## src/rtl/np_seq_ctrl.sv

```systemverilog
// Fetch/decode/execute sequencer for the np 32-bit datapath.
// Owns pc/ir/mdr, runs the memory req/ack handshake with an ack timeout, and
// issues one-cycle ALU-launch and register-file write strobes. Outputs are
// registered from the next-state values so they line up with state_o.
module np_seq_ctrl #(
  parameter int unsigned WIDTH       = 32,
  parameter int unsigned ADDRSIZE    = 12,
  parameter int unsigned ACK_TIMEOUT = 15
) (
  input  logic                clk_i,
  input  logic                rst_ni,
  input  logic                start_i,
  input  logic [WIDTH-1:0]    mem_rdata_i,
  input  logic                mem_ack_i,
  input  logic [4:0]          psr_i,
  output logic                mem_req_o,
  output logic                mem_we_o,
  output logic [ADDRSIZE-1:0] mem_addr_o,
  output logic [WIDTH-1:0]    ir_o,
  output logic [ADDRSIZE-1:0] pc_o,
  output logic [WIDTH-1:0]    mdr_o,
  output logic                alu_go_o,
  output logic                rf_we_o,
  output logic [1:0]          wb_sel_o,
  output logic [2:0]          state_o,
  output logic                halted_o,
  output logic                err_o
);

  typedef enum logic [2:0] {
    StIdle   = 3'd0,
    StFetch  = 3'd1,
    StDecode = 3'd2,
    StMemRd  = 3'd3,
    StExec   = 3'd4,
    StMemWr  = 3'd5,
    StWb     = 3'd6,
    StHalt   = 3'd7
  } state_e;

  localparam logic [7:0] WaitLast = 8'(ACK_TIMEOUT - 1);

  state_e              state_q, state_d;
  logic [ADDRSIZE-1:0] pc_q, pc_d;
  logic [WIDTH-1:0]    ir_q, ir_d;
  logic [WIDTH-1:0]    mdr_q, mdr_d;
  logic [1:0]          wb_sel_q, wb_sel_d;
  logic                err_q, err_d;
  logic [7:0]          wait_q, wait_d;

  logic                mem_req_q, mem_req_d;
  logic                mem_we_q, mem_we_d;
  logic [ADDRSIZE-1:0] mem_addr_q, mem_addr_d;
  logic                alu_go_q, rf_we_q, halted_q;

  logic [3:0] opcode;
  logic       cond_ok;
  logic       timed_out;

  assign opcode    = ir_q[31:28];
  assign timed_out = (wait_q == WaitLast);

  // Branch condition evaluated against psr while in DECODE.
  always_comb begin
    cond_ok = 1'b0;
    unique case (ir_q[27:24])
      4'h0:    cond_ok = 1'b1;
      4'h1:    cond_ok = psr_i[0];
      4'h2:    cond_ok = psr_i[1];
      4'h3:    cond_ok = psr_i[2];
      4'h4:    cond_ok = psr_i[3];
      4'h5:    cond_ok = psr_i[4];
      default: cond_ok = 1'b0;
    endcase
  end

  // Next-state and datapath-register update.
  always_comb begin
    state_d  = state_q;
    pc_d     = pc_q;
    ir_d     = ir_q;
    mdr_d    = mdr_q;
    wb_sel_d = wb_sel_q;
    err_d    = err_q;
    unique case (state_q)
      StIdle: if (start_i) state_d = StFetch;
      StFetch: begin
        if (mem_ack_i) begin
          ir_d    = mem_rdata_i;
          pc_d    = pc_q + ADDRSIZE'(1);
          state_d = StDecode;
        end else if (timed_out) begin
          err_d   = 1'b1;
          state_d = StHalt;
        end
      end
      StDecode: begin
        unique case (opcode)
          4'h1: begin
            if (cond_ok) pc_d = ir_q[ADDRSIZE-1:0];
            state_d = StFetch;
          end
          4'h2: begin
            if (ir_q[27]) begin
              wb_sel_d = 2'd2;
              state_d  = StWb;
            end else begin
              state_d  = StMemRd;
            end
          end
          4'h3:                                        state_d = StMemWr;
          4'h4, 4'h5, 4'h6, 4'h7, 4'h8, 4'h9, 4'hA:    state_d = StExec;
          4'hB:                                        state_d = StHalt;
          default:                                     state_d = StFetch;
        endcase
      end
      StMemRd: begin
        if (mem_ack_i) begin
          mdr_d    = mem_rdata_i;
          wb_sel_d = 2'd1;
          state_d  = StWb;
        end else if (timed_out) begin
          err_d   = 1'b1;
          state_d = StHalt;
        end
      end
      StExec: begin
        if (opcode == 4'h6) begin
          state_d = StFetch;
        end else begin
          wb_sel_d = 2'd0;
          state_d  = StWb;
        end
      end
      StMemWr: begin
        if (mem_ack_i) begin
          state_d = StFetch;
        end else if (timed_out) begin
          err_d   = 1'b1;
          state_d = StHalt;
        end
      end
      StWb:    state_d = StFetch;
      StHalt:  state_d = StHalt;
      default: state_d = StIdle;
    endcase
    // Any state change restarts the ack wait count.
    wait_d = (state_d != state_q) ? 8'd0 : wait_q + 8'd1;
  end

  // Memory-port outputs for the state being entered.
  always_comb begin
    mem_req_d  = 1'b0;
    mem_we_d   = 1'b0;
    mem_addr_d = pc_d;
    unique case (state_d)
      StFetch: mem_req_d = 1'b1;
      StMemRd: begin
        mem_req_d  = 1'b1;
        mem_addr_d = ir_d[23:12];
      end
      StMemWr: begin
        mem_req_d  = 1'b1;
        mem_we_d   = 1'b1;
        mem_addr_d = ir_d[ADDRSIZE-1:0];
      end
      default: ;
    endcase
  end

  // State, datapath registers and registered control outputs.
  always_ff @(posedge clk_i or negedge rst_ni) begin
    if (!rst_ni) begin
      state_q    <= StIdle;
      pc_q       <= '0;
      ir_q       <= '0;
      mdr_q      <= '0;
      wb_sel_q   <= 2'd0;
      err_q      <= 1'b0;
      wait_q     <= 8'd0;
      mem_req_q  <= 1'b0;
      mem_we_q   <= 1'b0;
      mem_addr_q <= '0;
      alu_go_q   <= 1'b0;
      rf_we_q    <= 1'b0;
      halted_q   <= 1'b0;
    end else begin
      state_q    <= state_d;
      pc_q       <= pc_d;
      ir_q       <= ir_d;
      mdr_q      <= mdr_d;
      wb_sel_q   <= wb_sel_d;
      err_q      <= err_d;
      wait_q     <= wait_d;
      mem_req_q  <= mem_req_d;
      mem_we_q   <= mem_we_d;
      mem_addr_q <= mem_addr_d;
      alu_go_q   <= (state_d == StExec);
      rf_we_q    <= (state_d == StWb);
      halted_q   <= (state_d == StHalt);
    end
  end

  assign mem_req_o  = mem_req_q;
  assign mem_we_o   = mem_we_q;
  assign mem_addr_o = mem_addr_q;
  assign ir_o       = ir_q;
  assign pc_o       = pc_q;
  assign mdr_o      = mdr_q;
  assign alu_go_o   = alu_go_q;
  assign rf_we_o    = rf_we_q;
  assign wb_sel_o   = wb_sel_q;
  assign state_o    = state_q;
  assign halted_o   = halted_q;
  assign err_o      = err_q;

endmodule

```

## config.mk

```make
export PLATFORM = sky130hd
export DESIGN_NAME = np_seq_ctrl
export DESIGN_NICKNAME = d
export VERILOG_FILES = /design/src/rtl/np_seq_ctrl.sv
export SDC_FILE = /design/constraint.sdc
export NUM_CORES = 1
export LEC_CHECK = 0
export ABC_AREA = 0
export ABC_CLOCK_PERIOD_IN_PS = 2760
export CAP_MARGIN = 20
export CORE_MARGIN = 1.5
export CORE_UTILIZATION = 45
export CTS_BUF_LIST = sky130_fd_sc_hd__clkbuf_8
export DETAILED_ROUTE_END_ITERATION = 7
export PLACE_DENSITY = 0.77
export SYNTH_ARGS = -nofsm -noshare
export SYNTH_HDL_FRONTEND = slang
export SYNTH_SLANG_ARGS = --single-unit
```

## constraint.sdc

```tcl
create_clock -name clk_i -period 2.76 [get_ports clk_i]
set_input_delay 0.552 -clock clk_i [delete_from_list [all_inputs] [get_ports clk_i]]
set_output_delay 0.552 -clock clk_i [all_outputs]
set_load 0.05 [all_outputs]
```

==> impl_metrics.yaml, run 1 <==
run_status:
  status: "completed"
grt:
  grt_pass1_vias: 3738
  antenna_found_initial: 0
  grt_pass1_wl_mm: 18.9
  grt_max_degree: 49
  grt-ovfl-total: 0
  grtUsageTotal_pct: 21.2
floorplanning:
  core_um2: 10300
  start_util_pct: 46.3
  die_x_um: 106
  io_pins: 140
  die-area_um2: 11200
  rows: 37
  die_h_um: 106
layout:
  fillers: 837
  nets: 582
  syn_to_final_growth_pct: 39.4
  antennaDiodeCount: 0
  final_layout_size_suffix_gt1_share_pct: 20.4
  final_core_util_pct: 64.5
yosys:
  synthCells: 383
  synth_edf_count: 0
  syn_nets: 430
  avgSynthCellArea_um2: 12.4
  syn_area_um2: 4760
  ys_seq_elements: 107
  ys.flop_type: "dfrtp_1"
  async_flop_share_pct: 100
  yosys_warnings: 0
  yosysUniqueCellTypes: 52
  ys_seq_area_share_pct: 56.3
cts:
  clock_path_buffers: 2
  clockRootBuffer: "clkbuf_8"
  htreeDepth: 3
  cts_setup_buffers: 0
  clkLatencyLatePin_ns: 0.37
  clk_pin_slew_ns: 0.11
  hold_buffers: 0
  cts_tree: "built"
  numCtsBuffers: 9
  clock-sinks: 107
  cts.repair.resized: 0
placed_design:
  pre_cts_ws_ns: -0.0106
  gp_congestion: 0.949
  hpwlAfterDp_mm: 8.61
  portBuffers: 139
worst_setup_path:
  start_kind: "flip-flop"
  required_ns: 2.21
  worstSetupPathType: "flip-flop to primary output"
  worst-path-max-fanout: 13
  critPathCaptureType: "primary output"
  worstPathArrival_ns: 1.99
sta:
  rsz0062_at_grt: "false"
  final-hold-violation-count: 0
  min_period_over_period_pct: 92.0
  fin_skew_ns: 0.0143
  worstMarginPinSlew_ns: 0.726
  slew_headroom_pct: 51.4
  setup_viol_count_final: 0
  setup_ws_ns: 0.222
  fin_crit_ns: 2.54
  holdWs_ns: 0.164
  fmax_ghz: 0.394
  maxSlewViolCount: 0
routing:
  drc_errors: 0
  drt_pass1_iterations: 4
  vias: 3696
  drt_wl_total_mm: 11.6
  drt-initial-drc-count: 133
  antenna_left: 0
  wl_per_cell_um: 17.1
  viasPerCell: 5.47
min_path:
  hold_path_class: "input port to asynchronous set/reset pin"
run:
  drv_cap: 0
-- cell type report --
type                       instances  area (um2)  share of cell area, %
multi-input combinational        247        1970                   29.7
tap                              136         170                   2.57
clock inverter                     7        60.1                  0.906
inverter                           9        33.8                  0.510
clock buffer                       9         124                   1.87
timing repair buffer             161        1590                   24.0
sequential                       107        2680                   40.4
-- cell usage in the layout, fill, tap and decap left out, types with 2 or more instances in the layout --
cell / count
dfrtp_1: 107
mux2_2: 62
buf_12: 3
nand2b_1: 3
o21ai_1: 3
a22oi_1: 2
nor2b_1: 6
a31oi_1: 5
nor3_1: 3
a21o_1: 3
nand4_1: 5
and2_1: 12
clkdlybuf4s50_1: 138
o21bai_1: 3
nand3_1: 5
and3_1: 8
ha_1: 6
nor3_2: 2
mux2i_1: 3
nor2_1: 17
clkbuf_8: 9
xor2_1: 4
a221o_1: 17
or3_1: 3
inv_8: 2
o21a_1: 3
nand3_2: 2
xnor2_1: 2
o21ai_0: 13
inv_1: 9
buf_4: 20
nand2_1: 20
o211ai_1: 3
a21oi_1: 7
clkinvlp_4: 2
and4_1: 5
-- cells by family (layout without fill, tap and decap cells) --
logic type / after synthesis / after routing / share of synthesized area, %
AOI/OAI and AO/OA: 69 / 69 / 10.8
xor gates and xnor gates: 6 / 6 / 1.10
adders and majority gates: 6 / 6 / 1.58
buffers and inverters: 29 / 186 / 2.45
DFF: 107 / 107 / 56.3
muxes: 66 / 66 / 15.5
and+or+nand+nor: 100 / 100 / 12.2
-- path summary, 6_finish.rpt --
kind	start	depth (start not counted)	slack (ns)	endpoint
min in group clk_i	err_o	1	0.49	err_o
worst max-delay path	state_o[0]	2	0.22	state_o[0]
worst min-delay path	rst_ni	1	0.16	mdr_o[18]
max in group asynchronous	rst_ni	2	1.94	ir_o[30]
worst max register to register	ir_o[31]	11	0.23	mem_addr_o[10]
worst min register to register	err_o	1	0.49	err_o
-- worst max-delay path, cell delays in order (launching register included) --
cell,delay [ns]
dfrtp_1,0.59
buf_4,0.22
clkdlybuf4s50_1,0.81
-- Yosys cell counts (7+ instances only) --
cell | count | area (um2)
dfrtp_1 | 107 | 2680
mux2_2 | 62 | 698
nand2_1 | 20 | 75.1
a221o_1 | 17 | 170
nor2_1 | 17 | 63.8
clkbuf_1 | 14 | 52.6
o21ai_0 | 13 | 65.1
and2_1 | 12 | 75.1
inv_1 | 9 | 33.8
and3_1 | 8 | 50.1
a21oi_1 | 7 | 35.0
-- stage by stage --
| stage | std cells | instance area (um2) | setup TNS [ns] |
|---|---|---|---|
| 6_report | 676 | 6630 | 0 |
| 3_5_place_dp | 660 | 6440 | -0.0179 |
| 5_1_grt | 676 | 6630 | 0 |
| 4_1_cts | 676 | 6630 | 0 |
| 3_3_place_gp | 660 | 6440 | 0 |
| 2_1_floorplan | 383 | 4760 | 0 |
-- per-layer routing --
metal | track usage (%) | routed length (um) | vias up
li1 | - | - | 1713
met1 | 28.7 | 5230 | 1875
met2 | 35.1 | 5730 | 99
met3 | 3.34 | 496 | 9
met4 | 6.27 | 119 | 0
met5 | 0 | 0 | -
-- registers in the layout, summed over array words and instances, names as in the netlist --
register,flops
ir_o,32
mdr_o,32
mem_addr_o,12
pc_o,12
wait_q,8
state_o,3
wb_sel_o,2
alu_go_o,1
err_o,1
halted_o,1
mem_req_o,1
mem_we_o,1
rf_we_o,1
Power of run 1 is not shown: default switching activity piles up to over one toggle a cycle in this logic, so the estimate is an artifact.
==> run 2: changes to the inputs <==
--- a/config.mk
+++ b/config.mk
@@ -9,10 +9,9 @@
 export ABC_CLOCK_PERIOD_IN_PS = 2760
 export CAP_MARGIN = 20
 export CORE_MARGIN = 1.5
-export CORE_UTILIZATION = 45
+export CORE_UTILIZATION = 28
 export CTS_BUF_LIST = sky130_fd_sc_hd__clkbuf_8
 export DETAILED_ROUTE_END_ITERATION = 7
-export PLACE_DENSITY = 0.77
 export SYNTH_ARGS = -nofsm -noshare
 export SYNTH_HDL_FRONTEND = slang
 export SYNTH_SLANG_ARGS = --single-unit
==> impl_metrics.yaml, run 2 (same netlist as run 1, synthesis figures left out) <==
sta:
  worstMarginPinSlew_ns: 0.684
  fin_crit_ns: 2.52
  slew_headroom_pct: 54.4
  rsz0062_at_grt: "false"
  maxSlewViolCount: 0
  min_period_over_period_pct: 91.4
  setup_tns_ns: 0
  fin_skew_ns: 0.0148
  fmax_ghz: 0.396
  setup_viol_count_final: 0
  final-hold-violation-count: 0
layout:
  final_common_cell: "clkdlybuf4s50_1"
  final_layout_size_suffix_gt1_share_pct: 19.9
  finalInstanceArea_um2: 6730
  syn_to_final_growth_pct: 41.5
  instances_no_fill: 758
  final_core_util_pct: 40.6
  antennaDiodeCount: 0
  mostFrequentLayoutCells: "138 x clkdlybuf4s50_1, 107 x dfrtp_1, 62 x mux2_2, 20 x nand2_1, 19 x buf_4"
  nets: 582
worst_setup_path:
  regToRegSetupSlack_ns: 0.24
  crit_chain: "buf_4 -> clkdlybuf4s50_1"
  worstPathArrival_ns: 1.97
  worstReg2RegEnd: "mem_addr_o[8]"
  required_ns: 2.21
  crit_family: "buffers and inverters"
  r2r-start: "ir_o[30]"
  path_buf_inv: 2
  slowest_delay_ns: 0.82
  rr_worst_depth: 11
  crit_end: "state_o[2]"
  worst-path-max-fanout: 10
  start_kind: "flip-flop"
  cpMaxStageDelayCell: "clkdlybuf4s50_1"
  cp-startpoint: "state_o[2]"
  critPathCaptureType: "primary output"
  worstSetupPathType: "flip-flop to primary output"
  crit_cells: 2
floorplanning:
  start_util_pct: 28.7
  die_x_um: 133
  die_h_um: 133
  rows: 47
  io_pins: 140
  die-area_um2: 17800
  core_um2: 16600
routing:
  vias: 3622
  wl_met2_mm: 6.33
  drc_errors: 0
  dr_wl_met3_um: 842
  drt_pass1_iterations: 5
  top_layer: "met4"
  wl_per_cell_um: 17.0
  viasPerCell: 4.78
  drt-initial-drc-count: 136
  drt_wl_total_mm: 12.9
  wl_met1_mm: 5.52
  antenna_left: 0
grt:
  grtUsageTotal_pct: 15.0
  grt_pass1_wl_mm: 20.7
  grt_max_degree: 52
  grt-ovfl-total: 0
  antenna_found_initial: 0
  grt_pass1_vias: 3856
cts:
  clk_pin_slew_ns: 0.10
  cts_setup_buffers: 0
  numCtsBuffers: 9
  cts_tree: "built"
  htreeDepth: 3
  clockRootBuffer: "clkbuf_8"
  clock_path_buffers: 2
  clock-sinks: 107
  clkLatencyLatePin_ns: 0.38
  hold_buffers: 0
  cts.repair.resized: 0
placed_design:
  dpl_cell_area_um2: 6560
  gp_congestion: 0.807
  portBuffers: 139
  hpwlAfterDp_mm: 9.69
  dp_cells: 744
run_status:
  status: "completed"
min_path:
  hold_path_class: "input port to asynchronous set/reset pin"
run:
  drv_cap: 0
==> run 2: cell count changes in the layout (fill, tap and decap cells not counted), sizes merged <==
cell	previous run	this run
clkbuf	9	11
inv	12	10
clkinv	2	1
clkinvlp	2	1
==> run 2: how the worst min path moves through the flow <==
stage	from	to	slack [ns]	depth (start not counted)
floorplan	rst_ni	alu_go_o	0.26	0
global placement	err_o	err_o	0.47	1
detailed placement	err_o	err_o	0.45	1
CTS	rst_ni	pc_o[2]	0.21	1
global route	rst_ni	mdr_o[18]	0.23	1
finish	rst_ni	mdr_o[18]	0.19	1
==> run 2: final cells by class <==
class,instances,area [um2]
Fill cell,1590,9850
Sequential cell,107,2680
Multi-Input combinational cell,247,1970
Timing Repair Buffer,161,1600
Tap cell,220,275
Clock buffer,11,151
Inverter,9,33.8
Clock inverter,3,16.3
==> run 2: routing by layer <==
metal | vias up | track usage [%]
met5 | - | 0
met4 | 0 | 4.17
met3 | 12 | 5.21
met2 | 112 | 25.0
met1 | 1796 | 18.6
li1 | 1702 | -
==> run 2: through the flow <==
step	hold slack, ns	worst slack (ns)
2_1_floorplan	0.256	0.0603
4_1_cts	0.211	0.210
3_5_place_dp	0.450	-0.0483
6_report	0.195	0.238
5_1_grt	0.233	0.0743
3_3_place_gp	0.467	0.0112
Power of run 2 is left out for the same reason.
